File: config.mk
export PLATFORM = sky130hd
export DESIGN_NAME = io_port
export DESIGN_NICKNAME = d
export VERILOG_FILES = /design/src/rtl/io_port_pkg.sv /design/src/rtl/io_rx_fifo.sv /design/src/rtl/io_port.sv
export SDC_FILE = /design/constraint.sdc
export NUM_CORES = 1
export LEC_CHECK = 0
export BUFFER_PORTS_ARGS = -buffer_cell sky130_fd_sc_hd__buf_2
export CAP_MARGIN = 30
export CORE_MARGIN = 2
export CORE_UTILIZATION = 51
export DETAILED_ROUTE_END_ITERATION = 8
export GPL_TIMING_DRIVEN = 0
export PLACE_DENSITY = 0.76
export SYNTH_ARGS = -nofsm -noshare
export SYNTH_HDL_FRONTEND = slang
export SYNTH_SLANG_ARGS = --single-unit
export TNS_END_PERCENT = 1
File: constraint.sdc
create_clock -name clk -period 7 [get_ports clk]
set_input_delay 0.7 -clock clk [delete_from_list [all_inputs] [get_ports clk]]
set_output_delay 0.7 -clock clk [all_outputs]
set_load 0.02 [all_outputs]
File: src/rtl/io_port_pkg.sv
// Shared register selectors and STATUS bit positions for the CPU I/O port.
package io_port_pkg;

    typedef enum logic [1:0] {
        IO_DATA,
        IO_STAT,
        IO_NONE
    } io_reg_t;

    localparam int IO_ST_NEMPTY = 0;
    localparam int IO_ST_FULL   = 1;
    localparam int IO_ST_TXBUSY = 2;
    localparam int IO_ST_TXDROP = 3;

    localparam int IO_ST_CNT_LSB = 8;
    localparam int IO_ST_WIDTH   = 16;

    function automatic io_reg_t io_decode(
        input logic [15:0] addr,
        input logic [15:0] data_addr,
        input logic [15:0] stat_addr
    );
        io_reg_t sel;
        if (addr == data_addr) begin
            sel = IO_DATA;
        end else if (addr == stat_addr) begin
            sel = IO_STAT;
        end else begin
            sel = IO_NONE;
        end
        return sel;
    endfunction

endpackage

File: src/rtl/io_rx_fifo.sv
// Small inbound FIFO: register array, wrapping pointers and an occupancy count.
module io_rx_fifo
    import io_port_pkg::*;
#(
    parameter int DW       = 16,
    parameter int RX_DEPTH = 4
) (
    input  logic                      clk,
    input  logic                      rst,
    input  logic                      push,
    input  logic                      pop,
    input  logic [DW-1:0]             din,
    output logic [DW-1:0]             dout,
    output logic                      full,
    output logic                      empty,
    output logic [$clog2(RX_DEPTH):0] count
);

    localparam int AW = $clog2(RX_DEPTH);
    localparam int CW = AW + 1;

    logic [DW-1:0] mem_reg [RX_DEPTH];
    logic [AW-1:0] wr_ptr_reg;
    logic [AW-1:0] wr_ptr_next;
    logic [AW-1:0] rd_ptr_reg;
    logic [AW-1:0] rd_ptr_next;
    logic [CW-1:0] count_reg;
    logic [CW-1:0] count_next;
    logic          do_push;
    logic          do_pop;

    assign full  = (count_reg == CW'(RX_DEPTH));
    assign empty = (count_reg == '0);
    assign count = count_reg;
    assign dout  = mem_reg[rd_ptr_reg];

    // No bypass: a push into a full FIFO is refused even if a pop frees a slot this cycle.
    assign do_push = push && !full;
    assign do_pop  = pop && !empty;

    // Power-of-two depth lets the pointers wrap by plain overflow.
    assign wr_ptr_next = do_push ? wr_ptr_reg + AW'(1) : wr_ptr_reg;
    assign rd_ptr_next = do_pop  ? rd_ptr_reg + AW'(1) : rd_ptr_reg;

    always_comb begin
        count_next = count_reg;
        case ({do_push, do_pop})
            2'b10:   count_next = count_reg + CW'(1);
            2'b01:   count_next = count_reg - CW'(1);
            default: count_next = count_reg;
        endcase
    end

    always_ff @(posedge clk) begin
        if (rst) begin
            wr_ptr_reg <= '0;
            rd_ptr_reg <= '0;
            count_reg  <= '0;
        end else begin
            wr_ptr_reg <= wr_ptr_next;
            rd_ptr_reg <= rd_ptr_next;
            count_reg  <= count_next;
        end
    end

    always_ff @(posedge clk) begin
        if (!rst && do_push) begin
            mem_reg[wr_ptr_reg] <= din;
        end
    end

endmodule

File: src/rtl/io_port.sv
// CPU I/O responder: decodes DATA/STATUS accesses, drives a TX holding register
// and drains an RX FIFO on DATA reads.
module io_port
    import io_port_pkg::*;
#(
    parameter int          DW        = 16,
    parameter int          RX_DEPTH  = 4,
    parameter logic [15:0] DATA_ADDR = 16'h0000,
    parameter logic [15:0] STAT_ADDR = 16'h0001
) (
    input  logic          clk,
    input  logic          rst,
    input  logic          iom_in,
    input  logic          wen_in,
    input  logic [15:0]   addr_in,
    input  logic [DW-1:0] wdata_in,
    output logic [DW-1:0] rdata_out,
    output logic [DW-1:0] tx_data,
    output logic          tx_valid,
    input  logic          tx_ready,
    input  logic [DW-1:0] rx_data,
    input  logic          rx_valid,
    output logic          rx_ready
);

    localparam int CW = $clog2(RX_DEPTH) + 1;

    io_reg_t       sel;
    logic          wr;
    logic          rd;
    logic          data_wr;
    logic          stat_wr;
    logic          data_rd;
    logic          stat_rd;

    logic          fifo_push;
    logic          fifo_pop;
    logic [DW-1:0] fifo_dout;
    logic          fifo_full;
    logic          fifo_empty;
    logic [CW-1:0] fifo_count;

    logic [DW-1:0] tx_data_reg;
    logic          tx_valid_reg;
    logic          tx_drop_reg;
    logic          tx_load;
    logic          drop_set;
    logic          drop_clr;

    logic [IO_ST_WIDTH-1:0] status_word;

    // wen_in is the control unit's active-low write strobe.
    assign wr  = iom_in && !wen_in;
    assign rd  = iom_in &&  wen_in;
    assign sel = io_decode(addr_in, DATA_ADDR, STAT_ADDR);

    assign data_wr = wr && (sel == IO_DATA);
    assign stat_wr = wr && (sel == IO_STAT);
    assign data_rd = rd && (sel == IO_DATA);
    assign stat_rd = rd && (sel == IO_STAT);

    assign rx_ready  = !fifo_full && !rst;
    assign fifo_push = rx_valid && rx_ready;
    assign fifo_pop  = data_rd && !fifo_empty;

    io_rx_fifo #(
        .DW       (DW),
        .RX_DEPTH (RX_DEPTH)
    ) u_rx_fifo (
        .clk   (clk),
        .rst   (rst),
        .push  (fifo_push),
        .pop   (fifo_pop),
        .din   (rx_data),
        .dout  (fifo_dout),
        .full  (fifo_full),
        .empty (fifo_empty),
        .count (fifo_count)
    );

    // A DATA write is accepted when the holding register is free or drains this cycle.
    assign tx_load  = data_wr && (!tx_valid_reg || tx_ready);
    assign drop_set = data_wr && tx_valid_reg && !tx_ready;
    assign drop_clr = stat_wr && wdata_in[IO_ST_TXDROP];

    always_ff @(posedge clk) begin
        if (rst) begin
            tx_data_reg  <= '0;
            tx_valid_reg <= 1'b0;
            tx_drop_reg  <= 1'b0;
        end else begin
            if (tx_load) begin
                tx_data_reg  <= wdata_in;
                tx_valid_reg <= 1'b1;
            end else if (!data_wr && tx_valid_reg && tx_ready) begin
                tx_valid_reg <= 1'b0;
            end

            // A new drop outranks a clear in the same cycle.
            if (drop_set) begin
                tx_drop_reg <= 1'b1;
            end else if (drop_clr) begin
                tx_drop_reg <= 1'b0;
            end
        end
    end

    assign tx_data  = tx_data_reg;
    assign tx_valid = tx_valid_reg;

    always_comb begin
        status_word                = '0;
        status_word[15:8]          = 8'(fifo_count);
        status_word[IO_ST_NEMPTY]  = !fifo_empty;
        status_word[IO_ST_FULL]    = fifo_full;
        status_word[IO_ST_TXBUSY]  = tx_valid_reg;
        status_word[IO_ST_TXDROP]  = tx_drop_reg;
    end

    always_comb begin
        rdata_out = '0;
        if (data_rd) begin
            rdata_out = fifo_empty ? '0 : fifo_dout;
        end else if (stat_rd) begin
            rdata_out = DW'(status_word);
        end
    end

endmodule

==> run summary, run 1 <==
fmax: 332 MHz
Post-synth EDFFs: 64
final setup TNS: 0 ps
worst min path class: reg -> reg
post-synth top area cell: edfxtp_1
GP Congestion: 0.775
fin. max-slew vios: 0
initial antenna violation count: 1
Synth Area per Inst: 14.5 um2
slew margin rel.: 43.3%
Detailed Route WL: 7470 um
# IOs: 88
DRC marker count from the first detailed-route iteration: 98
Antenna Nets Post-Route: 0
critical path required time: 6300 ps
Port Buffer Count: 86
hold_sp: tx_data[5]
Worst-Skew Late Latency: 350 ps
sequential area share after synthesis: 65.3%
CP Launch Type: input port
Post-Syn Instances: 261
GRT overflow: 0
Final WS setup: 3980 ps
library cells used by synthesis: 41
register bit total from synthesis: 91
Post-Synth Simple-Gate Area: 10.8%
Synth Flop Type: edfxtp_1
Power Total: 0.000974 W
post-cts repair resize count: 0
final worst-path cycle share: 43.1%
row cnt: 31
mux contribution to synthesized area: 9.55%
routed length per instance: 16.1 um
post-synth top area share: 50.9%
Adder-Cell Fraction of Synth Area: 2.19%
skew final: 9.62 ps
Critical Path AT: 2320 ps
largest family of logic cells by synthesized area: simple AND/OR/NAND/NOR gates
DRC: 0
Period minus WS final: 3020 ps
Min Hold Slack: 478 ps
Setup-failing EPs final: 0
gr busiest metal: met2
total track usage: 19.5%
first-pass GRT wire length: 12200 um
status: finished, final reports clean
share of cells above drive strength 1: 36.1%
power density over the cells: 216 mW/mm2
launching point of the worst reg2reg path: u_rx_fifo.count[0]
Post-Syn Area: 0.00377 mm2
met1 GRT Util: 23.7%
die area: 0.00810 mm2
core box area: 0.00721 mm2
Final Util: 62.6%
async set or reset register ratio after synthesis: 0%
clock tree sinks: 91
max cap viols: 0
Area Overhead vs Synth: 19.6%
Setup CP Type: in -> out
die width: 90.0 um
die height: 90.0 um
met2 Use GR: 33.8%
pin count of the biggest net entering global routing: 17
vias in the first global route: 2567
clock transition at the registers of the reported paths: 80 ps
initial core utilization: 52.3%
Max H-tree Level: 3
CP startpoint: addr_in[5]
worst-path maximum fanout: 10
CTS root buf: clkbuf_8
Largest register FFs: 64
Hold Fails Final Rpt: 0
clock buffer depth: 2
RSZ-0062 raised after global routing: no
TritonCTS clock tree: built
Mapped Nets: 321
vias: 2472
fill count: 580
Inserted Clock Buffers: 9
CTS Hold Bufs: 0
CP Capture Type: output pin
Slew @ Worst Pin: 851 ps
post-synthesis xor/xnor area fraction: 0.697%
leakage: 1.65 nW
most frequent cells after synthesis: edfxtp_1, dfxtp_1, a21oi_1
Pre-Repair DR Iteration Count: 4
most common cell in the netlist: edfxtp_1
# Post-CTS Setup Buffers: 0
VDD IR-drop max: 0.176 mV
top cells by area, synth: edfxtp_1, dfxtp_1, mux4_2
grt met3 use: 4.69%
Compound-Gate Fraction of Synth Area: 7.89%
DR vias/cell: 5.34
R2R setup slack: 4390 ps
Ys Warns: 0
pre-CTS setup slack: 3760 ps
DP HPWL: 5250 um
Layout Nets: 418
where the power goes:
group	switching (W)	internal (W)	leakage, nW
Sequential	0.00000428	0.000587	0.799
Clock	0.000172	0.000162	0.0850
Combinational	0.0000269	0.0000220	0.764
Total	0.000203	0.000771	1.65
final timing paths:
kind / cells past startpoint / endpoint
worst max-delay path: 7 / rdata_out[1]
worst min-delay path: 2 / tx_data[5]
worst max register to register: 11 / u_rx_fifo.count[2]
worst min register to register: 2 / tx_data[5]
layout by cell type, fill, tap and decap left out, types with 3 or more instances in the layout:
cell type / n
a21oi_1: 23
and2_1: 4
buf_2: 90
clkbuf_1: 7
clkbuf_8: 9
clkinv_1: 3
dfxtp_1: 27
edfxtp_1: 64
ha_1: 5
inv_1: 14
mux4_2: 16
nand2_1: 5
nand3_1: 16
nor2_1: 8
nor2b_1: 9
o21ai_0: 18
o2bb2ai_1: 6
or3_1: 3
critical path, cell delays in order:
cell and delay (ps):
buf_2 110, nor4_4 320, nand3_2 160, clkbuf_1 250, nor3_2 360, o2bb2ai_1 210, buf_2 210
logic make-up after synthesis:
group,Yosys count
adders and majority gates,6
and+or+nand+nor,64
muxes,16
xor gates and xnor gates,3
buffers and inverters,30
AOI/OAI and AO/OA,51
DFF,91
metal layers:
layer  share of wire, %  wire (um)  vias to the layer above
met3                6.0        445                       11
met1                 42       3130                     1184
met5                  0          0                        -
li1                   -          -                     1182
met2                 51       3780                       95
met4                1.5        112                        0
metrics by stage:
stage / area (um2) / std cells
after CTS: 4510 / 462
after detailed placement: 4330 / 446
after global placement: 4330 / 446
after global routing: 4510 / 462
after floorplan: 3770 / 261
final: 4510 / 463
layout make-up:
class	count	area [um2]	area share, %
flip-flops and latches	91	2460	54.6
multi-input cells	140	1170	26.0
repair buffers	86	430	9.54
clock buffers	10	128	2.83
well taps	99	124	2.74
plain buffers	16	82.6	1.83
clock inverters	6	56.3	1.25
inverters	14	52.6	1.16
diodes	1	2.50	0.0554
Power figures use the tool's default switching activity.
==> run 2: changes to the inputs <==
--- a/config.mk
+++ b/config.mk
@@ -5,13 +5,14 @@
 export SDC_FILE = /design/constraint.sdc
 export NUM_CORES = 1
 export LEC_CHECK = 0
+export ABC_AREA = 1
 export BUFFER_PORTS_ARGS = -buffer_cell sky130_fd_sc_hd__buf_2
 export CAP_MARGIN = 30
 export CORE_MARGIN = 2
-export CORE_UTILIZATION = 51
+export CORE_UTILIZATION = 48
 export DETAILED_ROUTE_END_ITERATION = 8
 export GPL_TIMING_DRIVEN = 0
-export PLACE_DENSITY = 0.76
+export PLACE_DENSITY = 0.75
 export SYNTH_ARGS = -nofsm -noshare
 export SYNTH_HDL_FRONTEND = slang
 export SYNTH_SLANG_ARGS = --single-unit
==> constraint.sdc (replaced) <==
create_clock -name clk -period 2.7 [get_ports clk]
set_input_delay 0.27 -clock clk [delete_from_list [all_inputs] [get_ports clk]]
set_output_delay 0.27 -clock clk [all_outputs]
set_load 0.02 [all_outputs]
==> run 2 against run 1 <==
Area after synthesis increased by 1.6%. Final cell count up 27%. Clock power grew to 2.7 times the previous value.
==> run summary, run 2 <==
initial antenna violation count: 0
skew final: 15.2 ps
Pre-Repair DR Iteration Count: 4
DRC: 0
post-synth top area share: 50.2%
routed length per instance: 14.1 um
GP Congestion: 0.817
Largest register FFs: 64
Max H-tree Level: 3
total track usage: 19.6%
Area Overhead vs Synth: 20.2%
vias in the first global route: 2834
fin. max-slew vios: 0
Final Util: 59.6%
fin cells: 589
Critical Path AT: 2500 ps
worst min path class: in -> reg
library cells used by synthesis: 23
pin count of the biggest net entering global routing: 17
Synth Flop Type: edfxtp_1
power density over the cells: 551 mW/mm2
final worst-path cycle share: 84.2%
Setup CP Type: reg -> reg
Inserted Clock Buffers: 9
async set or reset register ratio after synthesis: 0%
status: finished, final reports clean
Antenna Nets Post-Route: 0
first-pass GRT wire length: 13000 um
hold_sp: rx_data[14]
Post-Syn Instances: 383
clock transition at the registers of the reported paths: 90 ps
register bit total from synthesis: 91
CTS Hold Bufs: 0
VDD IR-drop max: 0.254 mV
clock buffer depth: 2
RSZ-0062 raised after global routing: no
Layout Nets: 542
final setup TNS: 0 ps
fill count: 659
top cells by area, synth: edfxtp_1, dfxtp_1, nor2_1
post-synth top area cell: edfxtp_1
max cap viols: 0
Post-Syn Area: 0.00383 mm2
Hold Path Depth: 1
vias: 2963
fmax: 440 MHz
initial core utilization: 49.6%
Period minus WS final: 2270 ps
R2R setup slack: 430 ps
Worst Reg-to-Reg Cells: 11
Ys Warns: 0
Post-synth EDFFs: 64
worst-path maximum fanout: 8
Worst-Skew Late Latency: 360 ps
critical path required time: 2930 ps
Inst Count DP: 573
Setup-failing EPs final: 0
Port Buffer Count: 87
# Post-CTS Setup Buffers: 0
Detailed Route WL: 8330 um
commonest non-fill, non-tap cell in the layout: buf_2
CP Launch Type: flip-flop
die height: 93.3 um
DRC marker count from the first detailed-route iteration: 194
most frequent cells after synthesis: nor2_1, edfxtp_1, nand2_1
Synth Area per Inst: 10.0 um2
core box area: 0.00773 mm2
Slew @ Worst Pin: 971 ps
# IOs: 88
row cnt: 32
TritonCTS clock tree: built
DR vias/cell: 5.03
Hold Fails Final Rpt: 0
sequential area share after synthesis: 64.3%
die width: 93.3 um
post-cts repair resize count: 0
share of cells above drive strength 1: 25.5%
most frequent cells in the layout: buf_2, nor2_1, edfxtp_1
Mapped Nets: 443
launching point of the worst reg2reg path: u_rx_fifo.count[0]
die area: 0.00871 mm2
slew margin rel.: 35.2%
DP HPWL: 5800 um
CTS root buf: clkbuf_8
CP Capture Type: flip-flop
worst r2r dst: u_rx_fifo.count[2]
Hold Path End: u_rx_fifo.mem_reg[0][14]
most common cell in the netlist: nor2_1
clock tree sinks: 91
leakage: 1.96 nW
GRT overflow: 0
antenna diode count: 0
==> run 2: routing by layer <==
layer  global-route usage, %  vias to the layer above  wire (um)
li1                        -                     1468          -
met1                    24.5                     1381       3370
met2                    32.9                       94       4340
met3                    5.00                       20        441
met4                    7.60                        0        186
met5                       0                        -          0
==> run 2: cell type report <==
type / instances / area [um2] / area share (%)
Clock inverter: 7 / 66.3 / 1.44
Tap cell: 102 / 128 / 2.77
Buffer: 14 / 87.6 / 1.90
Timing Repair Buffer: 88 / 447 / 9.70
Sequential cell: 91 / 2460 / 53.5
Multi-Input combinational cell: 242 / 1150 / 25.1
Inverter: 36 / 135 / 2.94
Clock buffer: 9 / 124 / 2.69
==> run 2: critical path, stage by stage, from the launching register on <==
cell and delay (ps):
dfxtp_1 380, nor2_1 100, a21oi_1 210, inv_1 120, nor2_4 220, ha_1 190, inv_1 70, fa_1 380
a21oi_1 150, o21ai_0 130, o21ai_0 160, a21oi_1 50
==> run 2: worst max path at each step <==
stage                             startpoint                        to  slack, ps  cells after the start
after floorplan           u_rx_fifo.count[0]   u_rx_fifo.mem_reg[0][0]        490                      4
after global placement    u_rx_fifo.count[0]  u_rx_fifo.mem_reg[3][13]        220                      4
after detailed placement         addr_in[15]        u_rx_fifo.count[2]        340                     13
after CTS                 u_rx_fifo.count[0]        u_rx_fifo.count[2]        430                     11
after global routing      u_rx_fifo.count[0]        u_rx_fifo.count[2]        250                     11
final                     u_rx_fifo.count[0]        u_rx_fifo.count[2]        430                     11
==> run 2: per-stage QoR <==
| step | instance area (um2) | setup WS (ps) | total power [W] | hold WS, ps |
|---|---|---|---|---|
| floorplan | 3830 | 491 | 0.00161 | 339 |
| global placement | 4390 | 220 | 0.00167 | 456 |
| detailed placement | 4410 | 343 | 0.00168 | 467 |
| CTS | 4600 | 428 | 0.00254 | 121 |
| global route | 4600 | 248 | 0.00261 | 107 |
| finish | 4600 | 428 | 0.00254 | 127 |
==> run 2: power breakdown <==
group | internal, W | leakage [nW] | switching, W
Sequential | 0.00152 | 0.799 | 0.00000831
Clock | 0.000424 | 0.0923 | 0.000468
Combinational | 0.0000469 | 1.07 | 0.0000712
Total | 0.00199 | 1.96 | 0.000548
==> run 2: logic make-up (layout without fill, tap and decap cells) <==
group	Yosys count	in the layout	synth area share [%]
simple gates	165	165	18.2
flops	91	91	64.3
compound gates	71	71	9.54
buf+inv	50	154	5.81
fa+ha+maj	6	6	2.16
==> run 3: changes to the inputs <==
--- a/config.mk
+++ b/config.mk
@@ -5,7 +5,7 @@
 export SDC_FILE = /design/constraint.sdc
 export NUM_CORES = 1
 export LEC_CHECK = 0
-export ABC_AREA = 1
+export ABC_AREA = 0
 export BUFFER_PORTS_ARGS = -buffer_cell sky130_fd_sc_hd__buf_2
 export CAP_MARGIN = 30
 export CORE_MARGIN = 2
==> constraint.sdc (replaced) <==
create_clock -name clk -period 1.9 [get_ports clk]
set_input_delay 0.19 -clock clk [delete_from_list [all_inputs] [get_ports clk]]
set_output_delay 0.19 -clock clk [all_outputs]
set_load 0.02 [all_outputs]
==> run 3 against run 2 <==
The flow now finishes with violations (setup timing). Global-route usage decreased by 0.27 points. Cell area up 4.8%. Die area shrank 1.5%. First-iteration DRC count shrank 48%. Combinational power rose by 70%. Power increased by 46%. Largest cell class unchanged. Final cell count is 20% lower. Sequential cell count did not move. Via count decreased by 15%. Clock-buffer cell count increased by 1. Hold slack got worse by 83 ps. Highest routed layer unchanged. Clock power increased by 48%.
==> run summary, run 3 (synthesized netlist as in run 1, its figures left out) <==
core box area: 0.00769 mm2
status: finished with violations
Max H-tree Level: 3
worst min path class: in -> reg
critical path required time: 2170 ps
Layout Nets: 426
Final Util: 62.8%
Hold Fails Final Rpt: 0
Inserted Clock Buffers: 9
clock buffer depth: 2
GRT overflow: 0
Power Total: 0.00370 W
vias in the first global route: 2523
Area Overhead vs Synth: 27.9%
fin. max-slew vios: 0
leakage: 1.76 nW
total track usage: 19.4%
CP Launch Type: input port
routed length per instance: 17.0 um
die width: 92.7 um
antenna diode count: 0
GP Congestion: 0.772
TritonCTS clock tree: built
Antenna Nets Post-Route: 0
Detailed Route WL: 8040 um
skew final: 6.04 ps
delay-heaviest family, CP: simple AND/OR/NAND/NOR gates
initial antenna violation count: 0
CTS Hold Bufs: 0
Worst-Skew Late Latency: 350 ps
DP HPWL: 5360 um
RSZ-0062 raised after global routing: yes
vias: 2525
Min Hold Slack: 44.0 ps
die height: 92.7 um
first-pass GRT wire length: 12700 um
most frequent cells in the layout: buf_2, edfxtp_1, a21oi_1, dfxtp_1, o21ai_0
Setup CP Type: in -> reg
final worst-path cycle share: 114%
Worst Path Buf+Inv: 4
pin count of the biggest net entering global routing: 17
slew margin rel.: 61.8%
Period minus WS final: 2170 ps
Port Buffer Count: 86
commonest non-fill, non-tap cell in the layout: buf_2
fill count: 593
row cnt: 32
Critical Path AT: 2450 ps
fmax: 461 MHz
pre-CTS setup slack: -821 ps
power density over the cells: 766 mW/mm2
VDD IR-drop max: 0.509 mV
worst-path maximum fanout: 3
CP Capture Type: flip-flop
final setup TNS: -1780 ps
DR vias/cell: 5.34
slowest stage delay, CP: 360 ps
failing checks: setup timing
DRC: 0
initial core utilization: 49.1%
worst path cell trace: buf_6 -> nor4_4 -> nand4_1 -> or2_4 -> buf_8 -> inv_4 -> ha_4 -> inv_2 -> fa_2 -> xor2_1 -> or3_1 -> a21oi_2
clock transition at the registers of the reported paths: 90 ps
max cap viols: 0
CP max stage cell: or3_1
Slew @ Worst Pin: 573 ps
Largest register FFs: 64
die area: 0.00858 mm2
DRC marker count from the first detailed-route iteration: 100
CTS root buf: clkbuf_8
Final WS setup: -271 ps
share of cells above drive strength 1: 45.6%
# IOs: 88
Setup-failing EPs final: 17
clock tree sinks: 91
Pre-Repair DR Iteration Count: 4
==> run 3: changes by cell type in the layout (fill, tap and decap cells not counted), sizes merged, moves of 4 or more <==
cell,previous run,this run
nor2,101,8
o21ai,42,18
inv,37,15
mux4,0,16
nand2,54,5
and2,0,4
nor2b,0,9
clkbuf,10,17
nand3,2,17
o22ai,6,0
o2bb2ai,0,6
==> run 3: final cells by class <==
type | instances | area (um2) | area share (%)
Clock buffer | 10 | 128 | 2.65
Inverter | 14 | 55.1 | 1.14
Tap cell | 102 | 128 | 2.65
Timing Repair Buffer | 96 | 584 | 12.1
Multi-Input combinational cell | 140 | 1270 | 26.4
Sequential cell | 91 | 2480 | 51.3
Buffer | 14 | 108 | 2.23
Clock inverter | 6 | 73.8 | 1.53
==> run 3: per-layer routing <==
layer / up-vias / track usage (%) / wire, um
met5: - / 0 / 0
met4: 0 / 5.88 / 43
met3: 4 / 4.72 / 629
met2: 114 / 32.7 / 3970
met1: 1212 / 25.0 / 3400
li1: 1195 / - / -
==> run 3: final timing paths <==
path	slack [ps]	depth (start not counted)	to	from
worst max register to register	-260	10	u_rx_fifo.count[2]	u_rx_fifo.count[1]
worst min-delay path	40	1	u_rx_fifo.mem_reg[2][5]	rx_data[5]
worst min register to register	470	2	tx_data[1]	tx_data[1]
worst max-delay path	-270	12	u_rx_fifo.count[2]	addr_in[14]
==> run 3: timing repair <==
item / CTS / global route
gates cloned: 0 / 0
buffers inserted: 8 / 2
gates resized for setup: 37 / 23
endpoints found under the setup margin: 83 / 83
pin swaps: 5 / 6
==> run 3: per-stage QoR <==
step	area [um2]	std cells
6_report	4820	473
5_1_grt	4820	473
4_1_cts	4720	472
3_5_place_dp	4360	449
3_3_place_gp	4360	449
2_1_floorplan	3800	261
==> run 3: power breakdown <==
group          total, W  internal, W  switching, W
clock           0.00132     0.000623      0.000695
combinational  0.000201    0.0000925      0.000109
sequential      0.00218      0.00216     0.0000162
total           0.00370      0.00288      0.000820
